===== src/rtl/spdif_tx_pkg.sv =====
// Shared constants and types for the S/PDIF transmitter.
package spdif_tx_pkg;

   // Preamble patterns, sent MSB first, XORed with the line level held before slot 0
   localparam logic [7:0] PRE_B = 8'b1110_1000;
   localparam logic [7:0] PRE_M = 8'b1110_0010;
   localparam logic [7:0] PRE_W = 8'b1110_0100;

   localparam int SPDIF_FRAMES_PER_BLOCK = 192;
   localparam int SPDIF_SLOTS            = 32;

   typedef struct packed {
      logic [23:0] l;
      logic [23:0] r;
   } spdif_pair_t;

endpackage


===== src/rtl/spdif_bmc_enc.sv =====
// Biphase-mark line encoder. Advances one unit interval per ui_tick.
module spdif_bmc_enc (
   input  logic clk,
   input  logic resetb,
   input  logic clr,
   input  logic ui_tick,
   input  logic pre_sel,
   input  logic pre_first,
   input  logic pre_bit,
   input  logic cell_first,
   input  logic cell_bit,
   output logic line
);

   logic line_q, line_d;
   logic ref_q, ref_d;
   logic pre_ref;

   // Next line level: preamble bits are relative to the level before slot 0,
   // data cells toggle at cell start and again mid-cell for a 1.
   always_comb begin
      line_d  = line_q;
      ref_d   = ref_q;
      pre_ref = pre_first ? line_q : ref_q;
      if (clr) begin
         line_d = 1'b0;
         ref_d  = 1'b0;
      end else if (ui_tick) begin
         if (pre_sel) begin
            ref_d  = pre_ref;
            line_d = pre_bit ^ pre_ref;
         end else if (cell_first || cell_bit) begin
            line_d = ~line_q;
         end
      end
   end

   // Line level and latched preamble reference.
   always_ff @(posedge clk or negedge resetb) begin
      if (!resetb) begin
         line_q <= 1'b0;
         ref_q  <= 1'b0;
      end else begin
         line_q <= line_d;
         ref_q  <= ref_d;
      end
   end

   assign line = line_q;

endmodule


===== src/rtl/spdif_tx.sv =====
// S/PDIF consumer transmitter: UI divider, slot/frame counters, one-entry
// sample buffer and subframe assembly feeding the biphase-mark encoder.
module spdif_tx
   import spdif_tx_pkg::*;
#(
   parameter int CLK_DIV  = 4,
   parameter int SAMPLE_W = 24
) (
   input  logic                clk,
   input  logic                resetb,
   input  logic                enable,
   input  logic [31:0]         cs_word,
   input  logic [SAMPLE_W-1:0] sample_l,
   input  logic [SAMPLE_W-1:0] sample_r,
   input  logic                sample_valid,
   output logic                sample_ready,
   output logic                spdif_out,
   output logic                frame_start,
   output logic                block_start,
   output logic                underrun
);

   localparam int              DIV_W      = $clog2(CLK_DIV);
   localparam logic [DIV_W-1:0] DIV_RELOAD = DIV_W'(CLK_DIV - 1);
   localparam logic [DIV_W-1:0] DIV_TC     = DIV_W'(1);
   localparam logic [7:0]      LAST_FRAME = 8'(SPDIF_FRAMES_PER_BLOCK - 1);

   logic              run_q, run_d;
   logic [DIV_W-1:0]  div_q, div_d;
   logic [6:0]        ui_q, ui_d;
   logic [7:0]        frame_q, frame_d;
   spdif_pair_t       buf_q, buf_d;
   spdif_pair_t       act_q, act_d;
   logic              full_q, full_d;
   logic              vflag_q, vflag_d;
   logic              cs_bit_q, cs_bit_d;
   logic              frame_start_q, frame_start_d;
   logic              block_start_q, block_start_d;
   logic              underrun_q, underrun_d;

   logic                   ui_tick;
   logic                   frame_tick;
   logic                   accept;
   logic [4:0]             slot;
   logic [23:0]            cur_sample;
   logic [SPDIF_SLOTS-1:0] sub_bits;
   logic [7:0]             pre_pat;
   logic                   pre_sel;
   logic                   pre_first;
   logic                   pre_bit;
   logic                   cell_bit;

   // div_q parks at 0 while idle; the first reload costs one clock so the
   // first UI lands CLK_DIV clocks after enable is sampled high.
   assign ui_tick    = run_q && (div_q == DIV_TC);
   assign frame_tick = ui_tick && (ui_q == 7'd0);
   assign accept     = enable && sample_valid && !full_q;

   // Divider, UI/frame counters, buffer handshake and frame-start unload.
   always_comb begin
      run_d         = enable;
      div_d         = div_q;
      ui_d          = ui_q;
      frame_d       = frame_q;
      buf_d         = buf_q;
      full_d        = full_q;
      act_d         = act_q;
      vflag_d       = vflag_q;
      cs_bit_d      = cs_bit_q;
      frame_start_d = 1'b0;
      block_start_d = 1'b0;
      underrun_d    = 1'b0;
      if (!enable) begin
         div_d    = '0;
         ui_d     = '0;
         frame_d  = '0;
         buf_d    = '0;
         full_d   = 1'b0;
         act_d    = '0;
         vflag_d  = 1'b0;
         cs_bit_d = 1'b0;
      end else begin
         if (run_q) begin
            div_d = (div_q == '0) ? DIV_RELOAD : div_q - DIV_TC;
         end
         if (ui_tick) begin
            ui_d = ui_q + 7'd1;
            if (ui_q == 7'd127) begin
               frame_d = (frame_q == LAST_FRAME) ? 8'd0 : frame_q + 8'd1;
            end
         end
         if (frame_tick) begin
            act_d         = full_q ? buf_q : '0;
            vflag_d       = !full_q;
            cs_bit_d      = (frame_q < 8'd32) && cs_word[frame_q[4:0]];
            full_d        = 1'b0;
            frame_start_d = 1'b1;
            block_start_d = (frame_q == 8'd0);
            underrun_d    = !full_q;
         end
         // A pair arriving on the unload clock refills the buffer.
         if (accept) begin
            buf_d  = {sample_l, sample_r};
            full_d = 1'b1;
         end
      end
   end

   // Control and datapath registers.
   always_ff @(posedge clk or negedge resetb) begin
      if (!resetb) begin
         run_q         <= 1'b0;
         div_q         <= '0;
         ui_q          <= '0;
         frame_q       <= '0;
         buf_q         <= '0;
         full_q        <= 1'b0;
         act_q         <= '0;
         vflag_q       <= 1'b0;
         cs_bit_q      <= 1'b0;
         frame_start_q <= 1'b0;
         block_start_q <= 1'b0;
         underrun_q    <= 1'b0;
      end else begin
         run_q         <= run_d;
         div_q         <= div_d;
         ui_q          <= ui_d;
         frame_q       <= frame_d;
         buf_q         <= buf_d;
         full_q        <= full_d;
         act_q         <= act_d;
         vflag_q       <= vflag_d;
         cs_bit_q      <= cs_bit_d;
         frame_start_q <= frame_start_d;
         block_start_q <= block_start_d;
         underrun_q    <= underrun_d;
      end
   end

   // Subframe assembly: ui_q[6] selects right, ui_q[5:1] is the slot, ui_q[0] the half-cell.
   assign slot       = ui_q[5:1];
   assign cur_sample = ui_q[6] ? act_q.r : act_q.l;
   assign sub_bits   = {^{cs_bit_q, vflag_q, cur_sample}, cs_bit_q, 1'b0, vflag_q,
                        cur_sample, 4'b0000};
   assign pre_pat    = ui_q[6] ? PRE_W : ((frame_q == 8'd0) ? PRE_B : PRE_M);
   assign pre_sel    = (ui_q[5:3] == 3'd0);
   assign pre_first  = (ui_q[5:0] == 6'd0);
   assign pre_bit    = pre_pat[~ui_q[2:0]];
   assign cell_bit   = sub_bits[slot];

   spdif_bmc_enc u_enc (
      .clk        (clk),
      .resetb     (resetb),
      .clr        (!enable),
      .ui_tick    (ui_tick),
      .pre_sel    (pre_sel),
      .pre_first  (pre_first),
      .pre_bit    (pre_bit),
      .cell_first (!ui_q[0]),
      .cell_bit   (cell_bit),
      .line       (spdif_out)
   );

   assign sample_ready = !full_q;
   assign frame_start  = frame_start_q;
   assign block_start  = block_start_q;
   assign underrun     = underrun_q;

endmodule


===== config.mk =====
export PLATFORM = sky130hd
export DESIGN_NAME = spdif_tx
export DESIGN_NICKNAME = d
export VERILOG_FILES = /design/src/rtl/spdif_tx_pkg.sv /design/src/rtl/spdif_bmc_enc.sv /design/src/rtl/spdif_tx.sv
export SDC_FILE = /design/constraint.sdc
export NUM_CORES = 1
export LEC_CHECK = 0
export CORE_MARGIN = 4
export CORE_UTILIZATION = 50
export CTS_CLUSTER_SIZE = 10
export DETAILED_ROUTE_END_ITERATION = 6
export PLACE_DENSITY = 0.71
export SLEW_MARGIN = 20
export SYNTH_ARGS = -nofsm -noshare
export SYNTH_HDL_FRONTEND = slang
export SYNTH_SLANG_ARGS = --single-unit

===== constraint.sdc =====
create_clock -name clk -period 4.15 [get_ports clk]
set_input_delay 0.83 -clock clk [delete_from_list [all_inputs] [get_ports clk]]
set_output_delay 0.83 -clock clk [all_outputs]
set_load 0.1 [all_outputs]

### After elaboration in Yosys (flattened, before gate mapping)

Cells that the tools add are included.

| word-level totals | value |
|---|---|
| output and inout port bits | 5 |
| bits of input ports | 84 |
| logic and storage cells | 98 |
| bits in registers | 122 |

| cells by class | value |
|---|---|
| add/subtract/negate cells | 3 |
| reduce and logical (&&, ||, !) cells | 17 |
| bitwise gates (word level) | 3 |
| $lt $le $gt $ge | 4 |
| equal/unequal tests | 11 |
| muxes and demuxes | 44 |

Operators by type and width:

| kind | number |
|---|---|
| 48-bit two-way mux | 5 |
| 8-bit two-way mux | 4 |
| 26-bit XOR reduction | 1 |
| 1-bit two-way mux | 24 |
| 24-bit two-way mux | 1 |
| 7-bit two-way mux | 2 |
| 5-bit by 6-bit < comparator with 1-bit output, second input constant | 2 |
| 2-bit by 1-bit inequality test with 1-bit output, second input constant | 6 |
| 1-bit binary-select mux with 5-bit select | 2 |
| 8-bit by 1-bit adder with 8-bit output, second input constant | 1 |
| 8-bit equality test, second input constant | 1 |
| 8-bit zero test | 1 |
| 8-bit by 6-bit < comparator with 1-bit output, second input constant | 1 |
| 4-bit two-way mux | 2 |
| 7-bit by 1-bit adder with 7-bit output, second input constant | 1 |
| 7-bit equality test, second input constant | 1 |
| 7-bit zero test | 1 |
| 6-bit zero test | 1 |
| 2-bit two-way mux | 3 |
| 3-bit by 1-bit inequality test with 1-bit output, second input constant | 2 |
| 2-bit AND reduction | 3 |
| 1-bit logical AND | 5 |
| 3-bit by 4-bit < comparator with 1-bit output, second input constant | 1 |
| 1-bit binary-select mux with 3-bit select | 1 |
| other kinds (9) | 10 |

### Longest topological paths before layout

Gate-level depths: netlist of the first run.

| logic depth | value |
|---|---|
| depth after elaboration | 9 |
| depth in mapped cells | 12 |
| mapped depth without buffers | 9 |

### Hierarchy

Synthesis of the first run repeated with hierarchy kept, for this count alone.

| second synthesis, totals | value |
|---|---|
| cell total of the unflattened synthesis | 563 |
| area total of the unflattened synthesis | 6035.8 sq um |

Modules (own cells, without submodules):

| module | times used | cells an instance | area each (sq um) | seq. area each (sq um) |
|---|---|---|---|---|
| spdif_tx | 1 | 548 | 5896.9 | 3002.9 |
| spdif_bmc_enc | 1 | 15 | 138.9 | 50.0 |

### Worst setup path before layout of the first run

Ideal clock, no wire load.

| timing | value |
|---|---|
| kind | flip-flop to flip-flop |
| start | register ui_q[6] |
| end | register u_enc.line_q (netlist: u_enc.line) |
| data required time | 4.015 ns |
| setup slack | 1.880 ns |
| setup time | 0.135 ns |
| period minus slack after synthesis | 2.270 ns |
| arrival | 2.135 ns |
| stages on the path, launching flop included | 10 |
| path buffers | 2 |
| path through | dfrtp_1 -> buf_6 -> buf_12 -> mux4_1 -> mux4_2 -> nand2b_1 -> nand2_1 -> a21oi_2 -> mux2i_1 -> o211ai_1 |

| on the way | value |
|---|---|
| cells in the longest elaborated chain, start to end | 7 |
| elaborated cells on any way between the ends | 14 |
| classes of those cells | eq/ne (1); mux (9); bitwise (1); reduce/logical (3) |

Ends and longest elaborated chain:

| item | line | RTL |
|---|---|---|
| start, declared | spdif_tx.sv:30 | `logic [6:0] ui_q, ui_d;` |
| start signal, assigned | spdif_tx.sv:127 | `ui_q <= ui_d;` |
| 24-bit two-way mux / 4-bit two-way mux (equally long branches) | spdif_tx.sv:142, spdif_tx.sv:145 |  |
| 26-bit XOR reduction / 1-bit binary-select mux with 3-bit select (equally long branches) | spdif_tx.sv:143, spdif_tx.sv:148 |  |
| 1-bit binary-select mux with 5-bit select / 1-bit two-way mux (equally long branches) | spdif_tx.sv:149, spdif_tx.sv:148 |  |
| 1-bit two-way mux (not written as such) / 1-bit XOR (equally long branches) | spdif_tx.sv:149, spdif_bmc_enc.sv:31 |  |
| 1-bit logical OR / 1-bit two-way mux (equally long branches) | spdif_bmc_enc.sv:32, spdif_bmc_enc.sv:29 |  |
| 3-bit by 1-bit inequality test with 1-bit output (no source line) / 1-bit two-way mux (equally long branches) | - |  |
| 2-bit AND reduction (no source line) / 1-bit two-way mux (equally long branches) | - |  |
| end signal, assigned | spdif_bmc_enc.sv:44 | `line_q <= line_d;` |
| end, declared | spdif_bmc_enc.sv:15 | `logic line_q, line_d;` |

Several ways; a longest one is shown, not always the timed one. The select of a mux whose other input is x is not followed.
A chain may end at the register's enable or synchronous reset.

### Worst setup path after layout of the first run

| timing | value |
|---|---|
| start | register full_q |
| end | output sample_ready |

| on the way | value |
|---|---|
| cells in the longest elaborated chain, start to end | 1 |

Ends and longest elaborated chain:

| item | line | RTL |
|---|---|---|
| start, declared | spdif_tx.sv:34 | `logic full_q, full_d;` |
| start signal, assigned | spdif_tx.sv:130 | `full_q <= full_d;` |
| 1-bit zero test | spdif_tx.sv:164 | `assign sample_ready = !full_q;` |
| end, declared | spdif_tx.sv:16 | `output logic sample_ready,` |

Every way passes these cells.

==> results.ini, run 1 <==
[status]
outcome = completed

[cts]
clk_pin_slew_ps = 60
postCtsSetupRepairBufs = 0
cts_hold_buf = 0
cts_root_buffer = clkbuf_16
clk_latency_ps = 420
clock_sinks = 122
ctsResizeCount = 0
cts_tree = built
clock_path_buffers = 2
cts_buffers = 17
h-tree-depth = 4

[floorplan]
die_h_um = 119
io_pins = 89
dieArea_sq_mm = 0.0142
die_w_um = 119
core_area_sq_mm = 0.0121
std_cell_rows = 40
start_util_pct = 51.4

[synth]
synthTopCellsByCount = 122 x dfrtp_1, 121 x nand2_1, 60 x nand3_1
ys_ff_latch = 122
synth_top_cell_by_area = dfrtp_1
synthMuxAreaShare_pct = 12.0
synth_fa_ha_area_share_pct = 1.01
synth-simple-area-share_pct = 16.4
syn_area_sq_mm = 0.00620
synth_edf_count = 0
synth_compound_area_share_pct = 10.7
synth_nets = 665
synth-xor-area-share_pct = 6.38
synth_area_leaders = dfrtp_1 49%, nand2_1 7.3%, a22o_1 6.8%, mux4_2 5.4%, nand3_1 4.8%
synth_warnings = 0
ys_types = 49
synth_ff_type = dfrtp_1
yosysMostFrequentCell = dfrtp_1
synth_top_family_by_area = simple AND/OR/NAND/NOR gates
yosysSeqAreaShare_pct = 49.2
synthCells = 576
yosys.area.top_type_share_pct = 49.2
ys_async_sr_fraction_pct = 100
postSynthAreaPerCell_sq_um = 10.8

[setup_path]
required_ps = 3320
cpPeakStageDelay_ps = 1180
crit_path_start = full_q
startpoint_type = flop
crit_path_end_kind = primary output
path_max_fanout = 4
rrSetupSlack_ps = 1280
crit_chain = inv_1 -> clkdlybuf4s50_1
cp.arrival_ps = 2190
crit_path_top_delay_cell = clkdlybuf4s50_1
reg2reg_to = u_enc.line
reg2reg_depth = 7
timing.rr.start = ui_q[6]
crit_type = reg -> out

[sta]
period_minus_slack_ps = 3020
rsz0062_at_grt = false
finalHoldViolCount = 0
slew_headroom_pct = 32.8
fin_crit_sh_pct = 72.7
maxSlewViolCount = 0
fin_worst_skew_ps = 12.2
fin_setup_tns_ps = 0
max_freq_mhz = 332
worst_slew_pin_slew_ps = 1010
final-setup-viol-count = 0

[grt]
grt_max_degree = 66
grt_overflow = 0
grt_pass1_wl_mm = 23.3
grtUsageTotal_pct = 20.6
antenna_found_initial = 0
grt_pass1_vias = 4611

[finish]
utilization_pct = 64.0
diodes = 0
stdcell_area_sq_mm = 0.00772
final_nets = 738
stdcell_count = 830
syn2layout_area_growth_pct = 24.5
drive_gt1_share_pct = 10.1

[detailed_routing]
drt-total-wl_mm = 14.0
num_vias = 4532
vias_per_cell = 5.46
drt_iter0_drc = 347
antenna_left = 0
drtPass1Iterations = 5
routedWlPerCell_um = 16.8
drc = 0

[placement]
port_buffers = 88
hpwl_mm = 10.2
globalplace.congestion = 0.843
place_area_sq_mm = 0.00715
dp.cells = 798

[power]
p_leak_nw = 3.63
ir_worst_vdd_mv = 0.279
powerDensity_mw_per_mm2 = 382

[worst_hold_path]
hold_path.class = in -> async

[flow_run]
maxCapViolCount = 0

[worst max-delay path by stage]
| stage | slack, ps | endpoint | cells past startpoint |
|---|---|---|---|
| finish | 1130 | sample_ready | 2 |
| global placement | 1380 | u_enc.line | 7 |
| CTS | 1130 | sample_ready | 2 |
| floorplan | 1880 | u_enc.line | 9 |
| global route | 1090 | sample_ready | 2 |
| detailed placement | 1310 | u_enc.line | 8 |
[cell families (layout without fill, tap and decap cells)]
| group | count (synthesis) | in the layout |
|---|---|---|
| and+or+nand+nor | 225 | 225 |
| xor gates and xnor gates | 42 | 42 |
| buffers and inverters | 55 | 141 |
| adders and majority gates | 5 | 5 |
| AOI/OAI and AO/OA | 83 | 83 |
| muxes | 44 | 44 |
| DFF | 122 | 122 |
[per-layer routing]
layer  routed length [um]  GRT usage (%)  vias up
li1                     -              -     2181
met1                 6220           27.4     2220
met2                 7010           33.3      110
met3                  497           4.70       21
met4                  224           7.23        0
met5                    0              0        -
[state kept, by name, indices dropped and copies added (netlist names), 2 cells and up]
name / cells
div_q: 2
ui_q: 7
frame_q: 8
act_q: 48
buf_q: 48
[stage by stage]
step           total power [mW]  setup slack (ps)  hold WS [ps]
3_5_place_dp               1.57              1310           472
5_1_grt                    3.06              1090           503
4_1_cts                    2.98              1130           483
2_1_floorplan              1.42              1880           437
3_3_place_gp               1.56              1380           457
6_report                   2.95              1130           462
[cells in the final DEF, fill, tap and decap left out, types with 10 or more instances in the layout]
cell type	netlist	layout
nand2_1	121	121
dfrtp_1	122	122
mux4_2	15	15
nand3_1	60	60
xor2_1	21	21
mux2i_1	19	19
a22o_1	48	48
buf_4	5	10
clkdlybuf4s50_1	0	86
o21ai_0	10	10
xnor2_1	19	19
clkbuf_16	0	17
inv_1	11	11
[critical path, delay by kind of cell (launching register included)]
| family | cells | cell delay [ps] |
|---|---|---|
| buffers and inverters | 2 | 1360 |
| DFF | 1 | 390 |
[power by group]
group / switching [mW] / internal, mW / leakage (nW) / total [mW]
sequential: 0.0331 / 1.24 / 1.67 / 1.27
combinational: 0.143 / 0.130 / 1.69 / 0.274
clock: 0.565 / 0.837 / 0.273 / 1.40
[layout make-up]
class,count,area (sq um)
fill,961,4340
tap,168,210
sequential,122,3050
timing repair buffer,98,961
clock buffer,18,429
multi-input combinational,399,2890
inverter,11,41.3
clock inverter,14,140
No activity file was read; power rests on OpenSTA's default activity.
==> run 2, diff against run 1 <==
==> constraint.sdc (replaced) <==
create_clock -name clk -period 2.8 [get_ports clk]
set_input_delay 0.56 -clock clk [delete_from_list [all_inputs] [get_ports clk]]
set_output_delay 0.56 -clock clk [all_outputs]
set_load 0.1 [all_outputs]
==> results.ini, run 2 (synthesized netlist as in run 1, its figures left out) <==
[setup_path]
crit_path_end = u_enc.line
startpoint_type = flop
required_ps = 3080  ; -240 ps
reg2reg_to = u_enc.line
crit_path_end_kind = flop
timing.rr.start = ui_q[6]
reg2reg_depth = 8  ; +1
crit_type = reg -> reg
rrSetupSlack_ps = 210  ; -1070 ps
path_max_fanout = 13  ; +9
cp.arrival_ps = 2880  ; +690 ps
crit_path_start = ui_q[6]

[sta]
fin_crit_sh_pct = 92.6
worst_slew_pin_slew_ps = 607  ; -398 ps
finalHoldViolCount = 0  ; unchanged
period_minus_slack_ps = 2590
max_freq_mhz = 386
final-setup-viol-count = 0  ; unchanged
rsz0062_at_grt = false
maxSlewViolCount = 0  ; unchanged
fin_ws_ps = 207  ; -928 ps
slew_headroom_pct = 59.4  ; +27 points
whs_ps = 108  ; -355 ps
fin_worst_skew_ps = 8.62  ; -3.55 ps
fin_setup_tns_ps = 0  ; unchanged

[placement]
globalplace.congestion = 0.893  ; +5.9%
place_area_sq_mm = 0.00725  ; +1.4%
dp_slack_ps = 207  ; -1110 ps
port_buffers = 88  ; unchanged
hpwl_mm = 10.4  ; +2.5%

[floorplan]
die_h_um = 119  ; unchanged
core_area_sq_mm = 0.0121  ; unchanged
io_pins = 89  ; unchanged
std_cell_rows = 40  ; unchanged
dieArea_sq_mm = 0.0142  ; unchanged
start_util_pct = 51.4  ; unchanged
die_w_um = 119  ; unchanged

[detailed_routing]
num_vias = 4650  ; +2.6%
drc = 0  ; unchanged
drt_iter0_drc = 276  ; -20%
drt-total-wl_mm = 14.6  ; +4.3%
antenna_left = 0  ; unchanged
vias_per_cell = 5.56  ; +1.7%
drtPass1Iterations = 4  ; -1
routedWlPerCell_um = 17.4  ; +3.4%

[finish]
drive_gt1_share_pct = 11.8  ; +1.7 points
largest_registers = act_q x48, buf_q x48, frame_q x8
syn2layout_area_growth_pct = 27.4
final_nets = 745  ; +0.95%
layout_commonest_cell = dfrtp_1
mostFrequentLayoutCells = 122 x dfrtp_1, 121 x nand2_1, 81 x clkdlybuf4s50_1
stdcell_area_sq_mm = 0.00790  ; +2.3%
diodes = 0  ; unchanged

[cts]
h-tree-depth = 4  ; unchanged
ctsResizeCount = 0  ; unchanged
cts_buffers = 17  ; unchanged
cts_tree = built
postCtsSetupRepairBufs = 0  ; unchanged
cts_root_buffer = clkbuf_16
cts_hold_buf = 0  ; unchanged
clk_latency_ps = 420  ; about the same
clock_sinks = 122  ; unchanged
clock_path_buffers = 2  ; unchanged
clk_pin_slew_ps = 60  ; about the same

[worst_hold_path]
hold_path.class = in -> async

[status]
outcome = completed

[grt]
grt_overflow = 0  ; unchanged
antenna_found_initial = 0  ; unchanged
grt_pass1_wl_mm = 24.5  ; +4.9%
grt_pass1_vias = 4875  ; +5.7%
grtUsageTotal_pct = 21.7  ; +1.1 points
grt_max_degree = 54  ; -18%

[flow_run]
maxCapViolCount = 0  ; unchanged

[power]
powerDensity_mw_per_mm2 = 594  ; +56%
p_leak_nw = 3.73  ; +2.8%
ir_worst_vdd_mv = 0.557  ; +100%

==> run 2: cell types whose count changed in the layout (fill, tap and decap cells not counted), sizes merged <==
| cell | before | now |
|---|---|---|
| buf | 12 | 24 |
| bufinv | 1 | 5 |
| clkdlybuf4s50 | 86 | 81 |
| clkinvlp | 3 | 2 |
| inv | 16 | 13 |
==> run 2: final cells by class <==
type                    count  area, sq um
flip-flops and latches    122         3050
well taps                 168          210
clock buffers              18          429
clock inverters            14          219
repair buffers            105         1060
fillers                   947         4160
inverters                  11         41.3
multi-input cells         399         2890
==> run 2: metrics by stage <==
step                utilization, %  total power [mW]  std cells
floorplan                        -              2.11        576
global placement              60.1              2.33        805
detailed placement            60.1              2.34        805
CTS                           65.5              4.73        837
global route                  65.5              4.85        837
finish                        65.5              4.70        837
==> run 2: worst min path at each step <==
stage               startpoint    endpoint  slack, ps  cells after the start
floorplan               resetb    act_q[0]        260                      0
global placement        full_q    underrun        470                      1
detailed placement   buf_q[30]   act_q[30]        480                      1
CTS                     resetb  frame_q[3]        120                      1
global route            resetb  frame_q[2]        140                      1
finish                  resetb  frame_q[3]        110                      1
==> run 2: per-layer routing <==
metal  track usage [%]  up-vias  share of wire [%]
met3              5.51       29                4.2
met4              7.80        0                2.0
li1                  -     2207                  -
met1              28.1     2299                 45
met2              35.4      115                 49
met5                 0        -                  0
==> run 2: critical path: stages, from the launching register on <==
cell,delay (ps)
dfrtp_1,650
buf_12,220
mux4_1,550
mux2_2,270
nand3_1,100
o311ai_0,160
a21oi_2,210
mux2i_1,200
o211ai_1,90
==> run 2: power by group <==
part | switching, mW | total, mW | internal (mW)
Sequential | 0.0507 | 1.88 | 1.83
Clock | 0.807 | 2.39 | 1.58
Combinational | 0.219 | 0.421 | 0.202
Total | 1.08 | 4.70 | 3.62
